[config.mk]
export PLATFORM = sky130hd
export DESIGN_NAME = polymul_seq
export DESIGN_NICKNAME = d
export VERILOG_FILES = /design/src/rtl/polymul_seq.sv
export SDC_FILE = /design/constraint.sdc
export NUM_CORES = 1
export LEC_CHECK = 0
export ABC_CLOCK_PERIOD_IN_PS = 3840
export CAP_MARGIN = 20
export CELL_PAD_IN_SITES_DETAIL_PLACEMENT = 2
export CELL_PAD_IN_SITES_GLOBAL_PLACEMENT = 2
export CORE_MARGIN = 2
export CORE_UTILIZATION = 38
export CTS_BUF_LIST = sky130_fd_sc_hd__clkbuf_8
export CTS_CLUSTER_DIAMETER = 30
export DETAILED_ROUTE_END_ITERATION = 10
export GPL_TIMING_DRIVEN = 0
export PLACE_DENSITY_LB_ADDON = 0.1
export SYNTH_ARGS = -nofsm -noshare
export SYNTH_HDL_FRONTEND = slang
export SYNTH_SLANG_ARGS = --single-unit
[constraint.sdc]
create_clock -name clk -period 3.84 [get_ports clk]
set_input_delay 0.768 -clock clk [delete_from_list [all_inputs] [get_ports clk]]
set_output_delay 0.768 -clock clk [all_outputs]
set_load 0.05 [all_outputs]
[src/rtl/polymul_seq.sv]
// Sequential polynomial multiplier: c = a*b mod (x^N - 1), coefficients mod 2^W,
// built from a rotating a-register and N MAC lanes. Define POLYMUL_NEGACYCLIC_EN for mod (x^N + 1).
module polymul_seq #(
  parameter int N = 4,
  parameter int W = 2
) (
  input  logic                             clk,
  input  logic                             reset,
  input  logic                             start,
  output logic                             ready,
  input  logic [N*W-1:0]                   a_in,
  input  logic [N*W-1:0]                   b_in,
  output logic                             busy,
  output logic [((N > 1) ? $clog2(N) : 1)-1:0] step,
  output logic [N*W-1:0]                   c_out,
  output logic                             out_valid,
  input  logic                             out_ready
);
  localparam int KW = (N > 1) ? $clog2(N) : 1;

  typedef enum logic [1:0] {S_IDLE, S_LOAD, S_RUN, S_DONE} state_t;

  state_t         r_state, w_next;
  logic [W-1:0]   r_rot [N];
  logic [W-1:0]   r_b   [N];
  logic [W-1:0]   r_acc [N];
  logic [W-1:0]   w_rot_nxt [N];
  logic [W-1:0]   w_bk;
  logic [KW-1:0]  r_k;
  logic           r_out_valid;
  logic [N*W-1:0] r_c_out;
  logic           w_last;

  assign w_last = (r_k == KW'(N - 1));
  assign w_bk   = r_b[r_k];

  always_comb begin
    for (int unsigned j = 1; j < N; j++) begin
      w_rot_nxt[j] = r_rot[j-1];
    end
`ifdef POLYMUL_NEGACYCLIC_EN
    w_rot_nxt[0] = -r_rot[N-1];
`else
    w_rot_nxt[0] = r_rot[N-1];
`endif
  end

  always_comb begin
    w_next = r_state;
    case (r_state)
      S_IDLE: if (start) w_next = S_LOAD;
      S_LOAD: w_next = S_RUN;
      S_RUN:  if (w_last) w_next = S_DONE;
      S_DONE: if (r_out_valid && out_ready) w_next = S_IDLE;
      default: w_next = S_IDLE;
    endcase
  end

  // The result is registered on the first DONE cycle, so out_valid rises N+2 edges after acceptance.
  always_ff @(posedge clk or posedge reset) begin
    if (reset) begin
      r_state     <= S_IDLE;
      r_k         <= '0;
      r_out_valid <= 1'b0;
      r_c_out     <= '0;
      for (int unsigned j = 0; j < N; j++) begin
        r_rot[j] <= '0;
        r_b[j]   <= '0;
        r_acc[j] <= '0;
      end
    end else begin
      r_state <= w_next;
      case (r_state)
        S_IDLE: begin
          if (start) begin
            r_k <= '0;
            for (int unsigned j = 0; j < N; j++) begin
              r_rot[j] <= a_in[j*W +: W];
              r_b[j]   <= b_in[j*W +: W];
              r_acc[j] <= '0;
            end
          end
        end
        S_LOAD: r_k <= '0;
        S_RUN: begin
          for (int unsigned j = 0; j < N; j++) begin
            r_acc[j] <= r_acc[j] + r_rot[j] * w_bk;
            r_rot[j] <= w_rot_nxt[j];
          end
          r_k <= w_last ? '0 : r_k + 1'b1;
        end
        S_DONE: begin
          if (!r_out_valid) begin
            r_out_valid <= 1'b1;
            for (int unsigned j = 0; j < N; j++) begin
              r_c_out[j*W +: W] <= r_acc[j];
            end
          end else if (out_ready) begin
            r_out_valid <= 1'b0;
          end
        end
        default: ;
      endcase
    end
  end

  assign ready     = (r_state == S_IDLE);
  assign busy      = (r_state == S_LOAD) || (r_state == S_RUN);
  assign step      = (r_state == S_RUN) ? r_k : '0;
  assign c_out     = r_c_out;
  assign out_valid = r_out_valid;

endmodule
After elaboration in Yosys (flattened, before gate mapping)
Cells that the tools add are included.
{"block": "op_classes", "addsub": 5, "mul": 4, "order_cmp": 1, "n_eq_ne": 7, "n_mux": 17, "bitwise_logic": 2, "n_reduce_logical": 10}
{"op": "case mux 8 bit (2 select lines)", "n": 2}
{"op": "two-way mux 2 bit", "n": 8}
{"op": "two-way mux 8 bit", "n": 2}
{"op": "adder 2 bit", "n": 4}
{"op": "multiplier 2 x 2 -> 2 bit", "n": 4}
{"op": "case mux 2 bit (4 select lines)", "n": 1}
{"op": "AND reduction 2 bit", "n": 4}
{"op": "equality test 2 bit, second input constant", "n": 3}
{"op": "inequality test 2 bit, second input constant", "n": 3}
{"op": "case mux 2 bit (3 select lines)", "n": 1}
{"op": "binary-select mux 2 bit (select 2 bit)", "n": 1}
{"op": ">= comparator 3 bit, second input constant", "n": 1}
{"op": "NOT 2 -> 3 bit", "n": 1}
{"op": "AND reduction 3 bit", "n": 1}
{"op": "nonzero test 3 bit", "n": 1}
{"op": "adder 2 x 1 -> 2 bit, second input constant", "n": 1}
{"op": "equality test 2 x 1 -> 1 bit, second input constant", "n": 1}
{"op": "logical NOT 2 bit", "n": 1}
{"op": "two-way mux 1 bit", "n": 2}
{"op": "nonzero test 2 bit", "n": 1}
{"op": "logical AND 1 bit", "n": 1}
{"op": "logical OR 1 bit", "n": 1}
{"op": "NOT 1 bit", "n": 1}
{"block": "totals", "regBits": 37, "in_bits": 20, "out_inout_bits": 13, "wordCells": 62}

Depth between registers and ports, before layout
{"block": "depth", "word_depth": 7, "ltp_mapped": 7, "mapped_depth_nobuf": 6}

Worst setup path after synthesis
OpenSTA, ideal clock, no wires.
{"block": "synth_path", "kind": "register to output", "start": "reg r_state[0]", "end": "out step[1] in the netlist's numbering", "t_arrival_ns": 1.729, "t_required_ns": 3.072, "path_slack_ns": 1.343, "path_stages_with_launch": 6, "n_path_buf": 2, "path_cell_list": "dfrtp_1 inv_1 ha_1 clkbuf_1 buf_1 and2_1"}
{"block": "synth_via", "elab_chain_len": 2}
{"element": "from (decl)", "line_no": "23", "text": "state_t r_state, w_next;"}
{"element": "from (signal assigned)", "line_no": "72", "text": "r_state <= w_next;"}
{"element": "equality test 2 bit", "line_no": "109", "text": "assign step = (r_state == S_RUN) ? r_k : '0;"}
{"element": "two-way mux 2 bit", "line_no": "109"}
{"element": "to (decl)", "line_no": "14", "text": "output logic [((N > 1) ? $clog2(N) : 1)-1:0] step,"}
No other way between the ends.

Worst setup path after layout
{"block": "layout_path", "start": "reg r_state[0]", "end": "out step[0] in the netlist's numbering"}
Same word-level chain as after synthesis.

==> flow_results.xml <==
<?xml version="1.0" encoding="UTF-8"?>
<metrics>
  <group name="critical_path">
    <metric name="timing.critical_path.from_type" unit="">flop</metric>
    <metric name="cp_max_fo" unit="">10</metric>
    <metric name="timing.critical_path.required" unit="ns">3.07</metric>
    <metric name="path_class" unit="">flop to output pin</metric>
    <metric name="worstPathArrival" unit="ns">2.91</metric>
    <metric name="crit_path_end_kind" unit="">output pin</metric>
  </group>
  <group name="layout">
    <metric name="mostFrequentLayoutCell" unit="">sky130_fd_sc_hd__dfrtp_1</metric>
    <metric name="n_fill_cell" unit="">477</metric>
    <metric name="num_antenna_cells" unit="">0</metric>
    <metric name="most-common-layout-cells" unit="">sky130_fd_sc_hd__dfrtp_1, sky130_fd_sc_hd__clkdlybuf4s50_1, sky130_fd_sc_hd__nand2_1, sky130_fd_sc_hd__o21ai_0, sky130_fd_sc_hd__mux2_2</metric>
    <metric name="synthToLayoutAreaGrowth" unit="%">26.5</metric>
    <metric name="layout-drive-gt1-share" unit="%">14.5</metric>
    <metric name="finalNetCount" unit="">229</metric>
    <metric name="design_area" unit="um^2">2340</metric>
  </group>
  <group name="status">
    <metric name="outcome" unit="">complete, no violations</metric>
  </group>
  <group name="timing">
    <metric name="layout_worst_path_cycle_share" unit="%">95.9</metric>
    <metric name="maxSlewViolCount" unit="">0</metric>
    <metric name="timing_worst_slew_pin_value" unit="ns">0.797</metric>
    <metric name="rsz0062_at_grt" unit="">no</metric>
    <metric name="max_slew_margin" unit="%">46.8</metric>
    <metric name="max_clock_freq" unit="GHz">0.272</metric>
    <metric name="finalHoldViolCount" unit="">0</metric>
    <metric name="tns" unit="ns">0</metric>
    <metric name="timing.clock.skew" unit="ns">0.0106</metric>
    <metric name="fin_worst_hold_slack" unit="ns">0.494</metric>
    <metric name="finalWorstPathRequiredPeriod" unit="ns">3.68</metric>
    <metric name="setup_viol" unit="">0</metric>
  </group>
  <group name="yosys">
    <metric name="netlist_area_before_placement" unit="um^2">1850</metric>
    <metric name="synth_cell_type_count" unit="">23</metric>
    <metric name="synth.yosys.seq_area_share" unit="%">50.0</metric>
    <metric name="post_synthesis_mean_instance_area" unit="um^2">11.6</metric>
    <metric name="postSynthNetCount" unit="">190</metric>
    <metric name="ys_warn_count" unit="">0</metric>
    <metric name="ys_ff_latch" unit="">37</metric>
    <metric name="postSynthCellCount" unit="">160</metric>
  </group>
  <group name="routing">
    <metric name="dr.first_iter.drc_count" unit="">35</metric>
    <metric name="drt_wl_total" unit="um">4620</metric>
    <metric name="routed.top_layer" unit="">met4</metric>
    <metric name="antenna_left" unit="">0</metric>
    <metric name="met2RoutedLength" unit="um">2660</metric>
    <metric name="remaining_drc_errors" unit="">0</metric>
    <metric name="via_count" unit="">1340</metric>
    <metric name="met3_routed_wl" unit="um">124</metric>
    <metric name="wirelength_met1" unit="um">1780</metric>
    <metric name="detail_route.wl_per_cell" unit="um">17.3</metric>
    <metric name="number_of_detailed_route_iterations_in_the_first_pass" unit="">4</metric>
    <metric name="via_per_inst" unit="">5.02</metric>
  </group>
  <group name="floorplan">
    <metric name="die_width" unit="um">73.8</metric>
    <metric name="die_y" unit="um">73.8</metric>
    <metric name="die-area" unit="um^2">5440</metric>
    <metric name="coreArea" unit="um^2">4720</metric>
    <metric name="rows" unit="">25</metric>
    <metric name="floorplan.initialDensity" unit="%">39.2</metric>
    <metric name="ios" unit="">33</metric>
  </group>
  <group name="cts">
    <metric name="ctsLongestPathBuffers" unit="">2</metric>
    <metric name="cts_hold_repair.buffers" unit="">0</metric>
    <metric name="worst_skew_pair.late_latency" unit="ns">0.30</metric>
    <metric name="root_buffer" unit="">sky130_fd_sc_hd__clkbuf_8</metric>
    <metric name="cts_setup_buffers" unit="">0</metric>
    <metric name="cts-resized-gates" unit="">0</metric>
    <metric name="clk_pin_slew_worst_paths" unit="ns">0.08</metric>
    <metric name="cts_tree" unit="">built</metric>
    <metric name="cts_made_buffers" unit="">5</metric>
    <metric name="cts_htree_levels" unit="">2</metric>
    <metric name="clock_sinks" unit="">37</metric>
  </group>
  <group name="place">
    <metric name="portBuffers" unit="">32</metric>
    <metric name="hpwlAfterDp" unit="um">3580</metric>
    <metric name="placement.cell_area" unit="um^2">2250</metric>
    <metric name="globalplace.congestion" unit="">0.739</metric>
  </group>
  <group name="power">
    <metric name="post-layout-total-power" unit="W">0.00215</metric>
    <metric name="power.static_leakage" unit="nW">1.08</metric>
    <metric name="power.density_cell_area" unit="nW/um^2">916</metric>
    <metric name="vdd_drop_max" unit="mV">0.453</metric>
  </group>
  <group name="run">
    <metric name="drv_cap" unit="">0</metric>
  </group>
  <group name="global_routing">
    <metric name="grt_usage" unit="%">18.8</metric>
    <metric name="grt_pass1_vias" unit="">1558</metric>
    <metric name="grt_max_degree" unit="">38</metric>
    <metric name="grt_antenna_before_repair" unit="">0</metric>
    <metric name="wire_length_of_the_first_global_routing_pass" unit="um">7570</metric>
    <metric name="global_route.overflow_total" unit="">0</metric>
  </group>
  <group name="hold_path">
    <metric name="holdCritPathClass" unit="">flop to flop</metric>
  </group>
</metrics>
-- cell usage after synthesis --
| cell | n | area share [%] |
|---|---|---|
| sky130_fd_sc_hd__a21oi_1 | 5 | 1.4 |
| sky130_fd_sc_hd__a22o_1 | 4 | 1.9 |
| sky130_fd_sc_hd__and2_1 | 2 | 0.68 |
| sky130_fd_sc_hd__and2_2 | 5 | 2.0 |
| sky130_fd_sc_hd__buf_1 | 1 | 0.20 |
| sky130_fd_sc_hd__buf_2 | 1 | 0.27 |
| sky130_fd_sc_hd__clkbuf_1 | 4 | 0.81 |
| sky130_fd_sc_hd__dfrtp_1 | 37 | 50 |
| sky130_fd_sc_hd__ha_1 | 10 | 6.8 |
| sky130_fd_sc_hd__inv_1 | 9 | 1.8 |
| sky130_fd_sc_hd__mux2_2 | 13 | 7.9 |
| sky130_fd_sc_hd__mux2i_1 | 10 | 5.4 |
| sky130_fd_sc_hd__mux4_1 | 1 | 1.4 |
| sky130_fd_sc_hd__mux4_2 | 1 | 1.2 |
| sky130_fd_sc_hd__nand2_1 | 28 | 5.7 |
| sky130_fd_sc_hd__nand2b_1 | 2 | 0.68 |
| sky130_fd_sc_hd__nand3_1 | 3 | 0.81 |
| sky130_fd_sc_hd__nor2b_1 | 1 | 0.34 |
| sky130_fd_sc_hd__o21a_1 | 1 | 0.41 |
| sky130_fd_sc_hd__o21ai_0 | 13 | 3.5 |
| sky130_fd_sc_hd__o22ai_1 | 4 | 1.4 |
| sky130_fd_sc_hd__o32a_1 | 1 | 0.54 |
| sky130_fd_sc_hd__xnor3_1 | 4 | 4.9 |
-- cell families (layout without fill, tap and decap cells) --
kind of cell | after synthesis | after routing | share of synthesized area (%)
flops | 37 | 37 | 50.0
compound gates | 28 | 28 | 9.06
buf+inv | 15 | 55 | 3.11
simple gates | 41 | 41 | 10.2
fa+ha+maj | 10 | 10 | 6.76
xor+xnor | 4 | 4 | 4.87
mux | 25 | 25 | 16.0
-- stage by stage --
step / util, % / std cells / worst slack [ns]
2_1_floorplan: - / 160 / 1.34
3_3_place_gp: 47.7 / 259 / 0.514
3_5_place_dp: 47.7 / 259 / 0.450
4_1_cts: 49.6 / 267 / 0.104
5_1_grt: 49.6 / 267 / 0.00523
6_report: 49.6 / 267 / 0.158
-- flip-flops by register name, indices dropped and copies added, names as in the netlist --
| signal | count |
|---|---|
| r_k | 2 |
| r_state | 2 |
| r_b | 8 |
| c_out | 8 |
| r_rot | 8 |
| out_valid | 1 |
| r_acc | 8 |
-- cell type report --
type / count / area [um^2] / area share, %
clock buffers: 5 / 68.8 / 2.94
clock inverters: 3 / 17.5 / 0.748
repair buffers: 32 / 320 / 13.7
inverters: 9 / 33.8 / 1.44
well taps: 67 / 83.8 / 3.58
plain buffers: 6 / 23.8 / 1.02
flip-flops and latches: 37 / 926 / 39.6
multi-input cells: 108 / 867 / 37.0
-- worst paths after layout --
check,from,to,slack [ns],depth (start not counted)
setup / recovery,r_state[0],step[0],0.16,6
hold / removal,c_out[3],c_out[3],0.49,2
setup reg to reg,r_k[0],r_acc[3],1.47,6
hold reg to reg,c_out[3],c_out[3],0.49,2
max in group asynchronous,reset,r_b[2],2.39,2
min in group asynchronous,reset,out_valid,0.94,2
-- critical path: stages (launching register included) --
cell and delay, ns:
sky130_fd_sc_hd__dfrtp_1 0.42, sky130_fd_sc_hd__inv_1 0.13, sky130_fd_sc_hd__ha_1 0.16, sky130_fd_sc_hd__clkbuf_1 0.32
sky130_fd_sc_hd__buf_1 0.53, sky130_fd_sc_hd__and2_2 0.25, sky130_fd_sc_hd__clkdlybuf4s50_1 0.80
-- routing by layer --
metal  GRT usage [%]  vias up
met5               0        -
met1            20.7      688
met2            36.4       22
met4            4.24        0
met3            3.84        7
li1                -      623
-- power by group --
| group | leakage (nW) | switching [W] | internal, W |
|---|---|---|---|
| logic | 0.568 | 0.000688 | 0.000492 |
| clock network | 0.0439 | 0.000148 | 0.000125 |
| registers | 0.468 | 0.000127 | 0.000564 |
| total | 1.08 | 0.000964 | 0.00118 |
No activity file was read; power rests on OpenSTA's default activity.
